## src/rtl/decrement_then_stop_srst_if.sv

```systemverilog
// Purpose: load/count bundle for the decrement-then-stop counter.
//   master : the sequencer side that issues loads and the count enable
//   slave  : the counter itself
// Signals:
//   load_valid_i / load_ready_o  load handshake
//   start_val_i, end_val_i       start value and floor for the next count
//   step_i                       decrement per enabled cycle (0 acts as 1)
//   en_i                         count enable
//   count_o, busy_o, done_o      counter status
interface decrement_then_stop_srst_if #(
  parameter int Bits = 8
);
  logic            load_valid_i;
  logic            load_ready_o;
  logic [Bits-1:0] start_val_i;
  logic [Bits-1:0] end_val_i;
  logic [Bits-1:0] step_i;
  logic            en_i;
  logic [Bits-1:0] count_o;
  logic            busy_o;
  logic            done_o;

  modport master (
    output load_valid_i, start_val_i, end_val_i, step_i, en_i,
    input  load_ready_o, count_o, busy_o, done_o
  );

  modport slave (
    input  load_valid_i, start_val_i, end_val_i, step_i, en_i,
    output load_ready_o, count_o, busy_o, done_o
  );
endinterface

```

## src/rtl/decrement_then_stop_srst.sv

```systemverilog
// Purpose: loadable down-counter that steps from a start value toward a floor,
//   saturates at the floor and holds there until the next load.
// Ports:
//   clk_i        clock, all logic on posedge
//   srst_i       synchronous active-high reset, overrides everything
//   assert_on_i  enables the simulation checks at the bottom of the file
//   bus          slave side of decrement_then_stop_srst_if
//
// state    | meaning
// ---------+-------------------------------------------------------------
// ST_IDLE  | out of reset, count 0, waiting for a load
// ST_COUNT | decrementing on every cycle with en_i high
// ST_DONE  | count held at the floor, a new load may be accepted
module decrement_then_stop_srst #(
  parameter int Bits = 8
) (
  input  logic                       clk_i,
  input  logic                       srst_i,
  input  logic                       assert_on_i,
  decrement_then_stop_srst_if.slave  bus
);

  typedef enum logic [1:0] {
    ST_IDLE  = 2'd0,
    ST_COUNT = 2'd1,
    ST_DONE  = 2'd2
  } state_e;

  state_e          state_q, state_d;
  logic [Bits-1:0] count_q, count_d;
  logic [Bits-1:0] floor_q, floor_d;
  logic [Bits-1:0] step_q, step_d;
  logic            done_q, done_d;

  logic [Bits-1:0] step_eff;
  logic [Bits:0]   diff;
  logic            load_ready;

  assign load_ready = (state_q != ST_COUNT);

  // A zero step would stall the count forever; treat it as one.
  assign step_eff = (bus.step_i == '0) ? {{(Bits-1){1'b0}}, 1'b1} : bus.step_i;

  // One extra bit so an oversize step shows up as a borrow instead of a wrap.
  assign diff = {1'b0, count_q} - {1'b0, step_q};

  always_comb begin
    state_d = state_q;
    count_d = count_q;
    floor_d = floor_q;
    step_d  = step_q;
    done_d  = 1'b0;

    case (state_q)
      ST_IDLE, ST_DONE: begin
        if (bus.load_valid_i) begin
          floor_d = bus.end_val_i;
          step_d  = step_eff;
          if (bus.start_val_i > bus.end_val_i) begin
            count_d = bus.start_val_i;
            state_d = ST_COUNT;
          end else begin
            // start <= end: there is nothing to count, finish on the floor.
            count_d = bus.end_val_i;
            state_d = ST_DONE;
            done_d  = 1'b1;
          end
        end
      end

      ST_COUNT: begin
        if (bus.en_i) begin
          if (diff[Bits] || (diff[Bits-1:0] <= floor_q)) begin
            count_d = floor_q;
            state_d = ST_DONE;
            done_d  = 1'b1;
          end else begin
            count_d = diff[Bits-1:0];
          end
        end
      end

      default: begin
        state_d = ST_IDLE;
        count_d = '0;
      end
    endcase
  end

  always_ff @(posedge clk_i) begin
    if (srst_i) begin
      state_q <= ST_IDLE;
      count_q <= '0;
      floor_q <= '0;
      step_q  <= {{(Bits-1){1'b0}}, 1'b1};
      done_q  <= 1'b0;
    end else begin
      state_q <= state_d;
      count_q <= count_d;
      floor_q <= floor_d;
      step_q  <= step_d;
      done_q  <= done_d;
    end
  end

  assign bus.load_ready_o = load_ready;
  assign bus.busy_o       = (state_q == ST_COUNT);
  assign bus.count_o      = count_q;
  assign bus.done_o       = done_q;

`ifndef SYNTHESIS
  always_ff @(posedge clk_i) begin
    if (!srst_i && assert_on_i) begin
      if (load_ready && (bus.load_valid_i === 1'b1)) begin
        assert (bus.start_val_i >= bus.end_val_i)
          else $error("load accepted with start below floor");
      end
      assert (!$isunknown({bus.en_i, bus.load_valid_i}))
        else $error("unknown value on en_i or load_valid_i");
    end
  end
`endif

endmodule

```

## src/flat_wrapper.sv

```systemverilog
// flat-port wrapper written by rule: the top's interface ports become plain ports
module decrement_then_stop_srst_flat 
#(
  parameter int Bits = 8
)
  (clk_i, srst_i, assert_on_i, bus_load_valid_i, bus_start_val_i, bus_end_val_i, bus_step_i, bus_en_i, bus_load_ready_o, bus_count_o, bus_busy_o, bus_done_o);
  decrement_then_stop_srst_if #(.Bits(Bits)) bus_i ();
  input  logic clk_i;
  input  logic srst_i;
  input  logic assert_on_i;
  input wire logic [$bits(bus_i.load_valid_i)-1:0] bus_load_valid_i;
  input wire logic [$bits(bus_i.start_val_i)-1:0] bus_start_val_i;
  input wire logic [$bits(bus_i.end_val_i)-1:0] bus_end_val_i;
  input wire logic [$bits(bus_i.step_i)-1:0] bus_step_i;
  input wire logic [$bits(bus_i.en_i)-1:0] bus_en_i;
  output wire logic [$bits(bus_i.load_ready_o)-1:0] bus_load_ready_o;
  output wire logic [$bits(bus_i.count_o)-1:0] bus_count_o;
  output wire logic [$bits(bus_i.busy_o)-1:0] bus_busy_o;
  output wire logic [$bits(bus_i.done_o)-1:0] bus_done_o;
  assign bus_i.load_valid_i = bus_load_valid_i;
  assign bus_i.start_val_i = bus_start_val_i;
  assign bus_i.end_val_i = bus_end_val_i;
  assign bus_i.step_i = bus_step_i;
  assign bus_i.en_i = bus_en_i;
  assign bus_load_ready_o = bus_i.load_ready_o;
  assign bus_count_o = bus_i.count_o;
  assign bus_busy_o = bus_i.busy_o;
  assign bus_done_o = bus_i.done_o;
  decrement_then_stop_srst #(.Bits(Bits)) u_core (.clk_i(clk_i), .srst_i(srst_i), .assert_on_i(assert_on_i), .bus(bus_i));
endmodule
```

## config.mk

```make
export PLATFORM = sky130hd
export DESIGN_NAME = decrement_then_stop_srst_flat
export DESIGN_NICKNAME = d
export VERILOG_FILES = /design/src/rtl/decrement_then_stop_srst_if.sv /design/src/rtl/decrement_then_stop_srst.sv /design/src/flat_wrapper.sv
export SDC_FILE = /design/constraint.sdc
export NUM_CORES = 1
export LEC_CHECK = 0
export ABC_AREA = 0
export CORE_ASPECT_RATIO = 0.7
export CORE_MARGIN = 4
export CORE_UTILIZATION = 45
export CTS_CLUSTER_SIZE = 24
export DETAILED_ROUTE_END_ITERATION = 6
export PLACE_DENSITY = 0.75
export SLEW_MARGIN = 20
export SYNTH_ARGS = -nofsm -noshare
export SYNTH_HDL_FRONTEND = slang
export SYNTH_SLANG_ARGS = --single-unit
```

## constraint.sdc

```tcl
create_clock -name clk_i -period 4.8 [get_ports clk_i]
set_input_delay 1.44 -clock clk_i [delete_from_list [all_inputs] [get_ports clk_i]]
set_output_delay 1.44 -clock clk_i [all_outputs]
set_load 0.1 [all_outputs]
```

### Yosys cells after proc, flatten, opt, wreduce, memory -nomap -nowiden

Index checks and enable logic that the tools add are counted.

* bits in read-only memories: 0
* register bits after elaboration: 27
* input port bits: 29
* output and inout port bits: 11
* memories kept: 0
* RAM bits: 0
* latch bits: 0
* logic and storage cells: 37

* add/subtract/negate cells: 1
* eq/ne operators: 6
* bitwise gates (word level): 0
* $lt $le $gt $ge: 2
* reduce and logical (&&, ||, !) cells: 7
* divide/modulo/power cells: 0
* shifts and indexed selects: 0
* mux-type cells: 16
* multiply operators: 0

Operators by type and width (count)
* $mux W8: 5
* $pmux W8 S2: 1
* $sub A8 B8 Y9: 1
* $gt A8 B8 Y1: 1
* $le A8 B8 Y1: 1
* $logic_not A8 Y1: 1
* $mux W2: 4
* $mux W1: 4
* $ne A2 B1 Y1 const B: 2
* $ne A2 B2 Y1 const B: 2
* $pmux W2 S2: 1
* $reduce_and A2 Y1: 2
* $reduce_and A3 Y1: 1
* $eq A2 B1 Y1 const B: 1
* $eq A2 B2 Y1 const B: 1
* $logic_not A2 Y1: 1
* $pmux W1 S2: 1
* $reduce_or A2 Y1: 1
* $logic_or A1 B1 Y1: 1

### Longest topological paths before layout

* word-level depth: 6
* depth in mapped cells: 15
* mapped depth without buffers: 14

### Worst setup path after synthesis

OpenSTA, ideal clock, no wires.

* path kind: register to register
* start: register u_core.count_q[0] (netlist: u_core.bus.count_o[0])
* end: register u_core.count_q[2] (netlist: u_core.bus.count_o[2])
* data arrival time: 3.887 ns
* data required time: 4.712 ns
* clock period less this slack: 3.975 ns
* path buffers: 1
* cell stages (with the launch flop): 16
* library setup time: 0.088 ns
* slack: 0.825 ns
* path through: dfxtp_1 > inv_1 > ha_1 > fa_1 > nor2b_4 > o31a_1 > o31a_1 > xor2_1 > ha_1 > nand4_1 > o22ai_1 > a31oi_1 > o211a_4 > buf_2 > nand3_1 > a311oi_2

* word-level cells in the longest chain between the ends: 6

Ends and longest elaborated chain
* start: declaration: RTL line decrement_then_stop_srst.sv:30 `logic [Bits-1:0] count_q, count_d;`
* start signal: assignment: RTL line decrement_then_stop_srst.sv:99 `count_q <= count_d;`
* $sub A8 B8 Y9 *: RTL line decrement_then_stop_srst.sv:45 `assign diff = {1'b0, count_q} - {1'b0, step_q};`
* $le A8 B8 Y1: RTL line decrement_then_stop_srst.sv:73 `if (diff[Bits] || (diff[Bits-1:0] <= floor_q)) begin`
* $logic_or A1 B1 Y1: RTL line decrement_then_stop_srst.sv:73
* $mux W8 *: RTL line decrement_then_stop_srst.sv:73
* $mux W8 *: RTL line decrement_then_stop_srst.sv:72 `if (bus.en_i) begin`
* $pmux W8 S2 *: RTL line decrement_then_stop_srst.sv:54 `case (state_q)`

Mark *: on every way between the ends. The rest lies on a longest branch, timed or not. The select of a mux whose other input is x is not followed.
A chain may end at the register's enable or synchronous reset.

### Final worst setup path

* start: register u_core.state_q[0]
* end: output port bus_load_ready_o

* word-level cells in the longest chain between the ends: 1

Ends and longest elaborated chain
* start: declaration: RTL line decrement_then_stop_srst.sv:29 `state_e state_q, state_d;`
* start signal: assignment: RTL line decrement_then_stop_srst.sv:98 `state_q <= state_d;`
* $ne A2 B1 Y1: RTL line decrement_then_stop_srst.sv:39 `assign load_ready = (state_q != ST_COUNT);`
* end: declaration: RTL line flat_wrapper.sv:16 `output wire logic [$bits(bus_i.load_ready_o)-1:0] bus_load_ready_o;`

Every way passes these cells.

==> metrics <==
hold_buf cts=0; Worst Hold Class=reg -> reg; clock power share=0.152; Global Route met3 Usage=0.03304; initial core utilization=0.4736; syn_nets=roughly 330; post-cts gate resize count=0; Max Cap Viol=0; hold slack=460.5 ps; dpl cell area=2516 µm²; Least-Margin Pin Slew=about 1000 ps; CTS tree=yes; CTS H-tree depth=1; Remaining DRCs=0; sequential share of power=0.292; Top delay family on crit path=buffers and inverters; Layout Utilization=0.5815; first-pass GRT wire length=8970 µm; Hold EP=u_core.step_q[5]; busiest grt layer=met1; Cell Chain, Critical Path=nor2b_1, buf_4, inv_1, clkdlybuf4s50_1; Post-Synthesis Cells=between 200 and 300; vias in the first global route=roughly 1900; initial antenna violation count=0; Crit-path slowest cell=clkdlybuf4s50_1; R2R setup slack=roughly 1300 ps; Critical Path Source Type=flop; DP HPWL=around 4400 µm; setup TNS=0 ps; met2 Use GR=0.2960; largest net degree at the start of global routing=19; vias=about 2100; GRT met1 Usage=0.2980; r2r endpoint=u_core.bus.count_o[5]; Worst Setup Path Type=reg -> out; post-CTS setup buffers=0; Hold Path Cell Cnt=2; Num CTS Buffers=3; DIE WIDTH=just under 90 µm; core area=~4400 µm²; leakage power=approximately 1.0 nW; Finished Cell Area=2561 µm²; GRT Total Usage=0.1974; Final Max Tran Viols=0; arrival time at the worst endpoint=2420 ps; Die ar.=5805 µm²; Post-DRT Antenna Nets=0; Vias/cell=5.867; drt first pass iters=4; routability cong.=~0.88; fin crit share=0.8043; worst reg-to-reg path cell count=13; worst skew pair latency=approximately 280 ps; CTS root buf=clkbuf_8; clk buf depth=2; post-synth cell types=42; Power Dens Cells=about 350 nW/µm²; Netlist Area Pre-Place=2086 µm²; initial drt markers=146; area grow syn2layout=22.80%; Clock Sinks=27; Site Rows=20; Slew HR=0.3419; final count of negative-setup-slack endpoints=0; peak supply drop=~0.19 mV; layout cells sized above 1=0.07516; crit path max fanout=10; grt total ovfl=0; FF+latch count, synth=27; sw power=0.0004035 W; Sw Ratio=0.4498; clk_skew=between 4 and 5 ps; Worst-path clk slew=100 ps; Final Hold Fails=0; CP Capture Type=primary output; Comb pwr share=0.556; I/O pin total=40; Worst EP required=~3400 ps; final wirelength=between 5000 and 6000 µm; Critical Path Max Stage Delay=between 1000 and 1500 ps; Die Y-Extent=between 60 and 70 µm; internal power=0.0004935 W; Port Buffers=38; Post-synth EDFFs=0; asr flop ratio synth=0; antenna cells=0; status=finished, final reports clean; layout net count=between 300 and 400; post-layout min period=between 3000 and 4000 ps; max frequency=between 0.2 and 0.3 GHz; Worst R2R Start=u_core.bus.count_o[0]; CP bufs+invs=3; RSZ-0062 raised after global routing=false; Primary FF master, synth=dfxtp_1; Syn. warnings=0; Avg WL per Cell=between 15 and 20 µm; syn_area_per_cell=7.696 µm²; post-synthesis sequential area ratio=0.2591; Hold Crit Start=u_core.step_q[5]
[per-stage QoR]
step	total power, W	setup slack (ps)	instances
4_1_cts	0.0008923	968.3	361
6_report	0.0008970	939.1	361
3_5_place_dp	0.0007563	890.8	357
2_1_floorplan	0.0006331	825.1	271
3_3_place_gp	0.0007465	979.3	357
5_1_grt	0.0009487	864.8	361
[cells by family (layout without fill, tap and decap cells)]
logic type	after synthesis	in the layout	synth area share
and+or+nand+nor	92	92	0.2070
xor gates and xnor gates	4	4	0.01680
buffers and inverters	38	73	0.06899
adders and majority gates	25	25	0.1536
DFF	27	27	0.2591
AOI/OAI and AO/OA	85	85	0.2945
[per-layer routing]
| metal | vias to the layer above | wire, µm |
|---|---|---|
| met5 | - | 0 |
| met4 | 0 | 61 |
| met3 | 7 | 384 |
| met2 | 80 | 2351 |
| met1 | 987 | 2847 |
| li1 | 1044 | - |
[cells in the final DEF, fill, tap and decap left out, types with 6 or more instances in the layout]
| master | netlist | final |
|---|---|---|
| o21a_1 | 6 | 6 |
| nor2_1 | 14 | 14 |
| clkdlybuf4s50_1 | 0 | 37 |
| ha_1 | 24 | 24 |
| nand3_1 | 10 | 10 |
| or3_1 | 6 | 6 |
| dfxtp_1 | 27 | 27 |
| a21oi_1 | 26 | 26 |
| a31o_2 | 7 | 7 |
| inv_1 | 28 | 28 |
| nand2_1 | 41 | 41 |
| o21ai_0 | 13 | 13 |
[power by group through the flow]
stage / Sequential (W) / Combinational (W) / Clock (W)
finish: 0.000262 / 0.000499 / 0.000136
detailed placement: 0.000267 / 0.000489 / 0
global route: 0.000265 / 0.000537 / 0.000146
CTS: 0.000262 / 0.000492 / 0.000138
floorplan: 0.000336 / 0.000297 / 0
global placement: 0.000267 / 0.000479 / 0
[flip-flops by register name, indices dropped and copies added (netlist names)]
register	count
u_core.bus.done_o	1
u_core.floor_q	8
u_core.state_q	2
u_core.bus.count_o	8
u_core.step_q	8
[cells in the mapped netlist, types with 3 or more instances]
cell type	n	share of area
a21oi_1	26	0.062
a311oi_2	5	0.036
a31o_2	7	0.029
clkbuf_1	7	0.013
dfxtp_1	27	0.26
ha_1	24	0.14
inv_1	28	0.050
nand2_1	41	0.074
nand3_1	10	0.024
nand4_1	4	0.012
nor2_1	14	0.025
nor2b_1	5	0.015
nor3_1	3	0.0072
o2111ai_1	3	0.013
o211ai_1	5	0.018
o21a_1	6	0.022
o21ai_0	13	0.031
or3_1	6	0.018
[tightest hold or removal path, delay by kind of cell, from the launching register on]
| family | cells | cell delay [ps] |
|---|---|---|
| and+or+nand+nor | 1 | 50 |
| DFF | 1 | 320 |
| AOI/OAI and AO/OA | 1 | 50 |
[how the worst max path moves through the flow]
stage	from	end	slack (ps)	depth (start not counted)
global route	u_core.state_q[0]	bus_load_ready_o	860	4
CTS	u_core.state_q[0]	bus_load_ready_o	970	4
floorplan	u_core.bus.count_o[0]	u_core.bus.count_o[2]	830	15
global placement	bus_end_val_i[1]	u_core.bus.count_o[5]	980	9
finish	u_core.state_q[0]	bus_load_ready_o	940	4
detailed placement	bus_end_val_i[1]	u_core.bus.count_o[0]	890	9
[cell type report]
cell class                 count  area (µm²)
timing repair buffer          41       400.4
fill                         423        1843
sequential                    27       540.5
tap                           55       68.82
clock buffer                   4       45.04
inverter                      28       105.1
multi-input combinational    206        1401
Power figures use the tool's default switching activity.
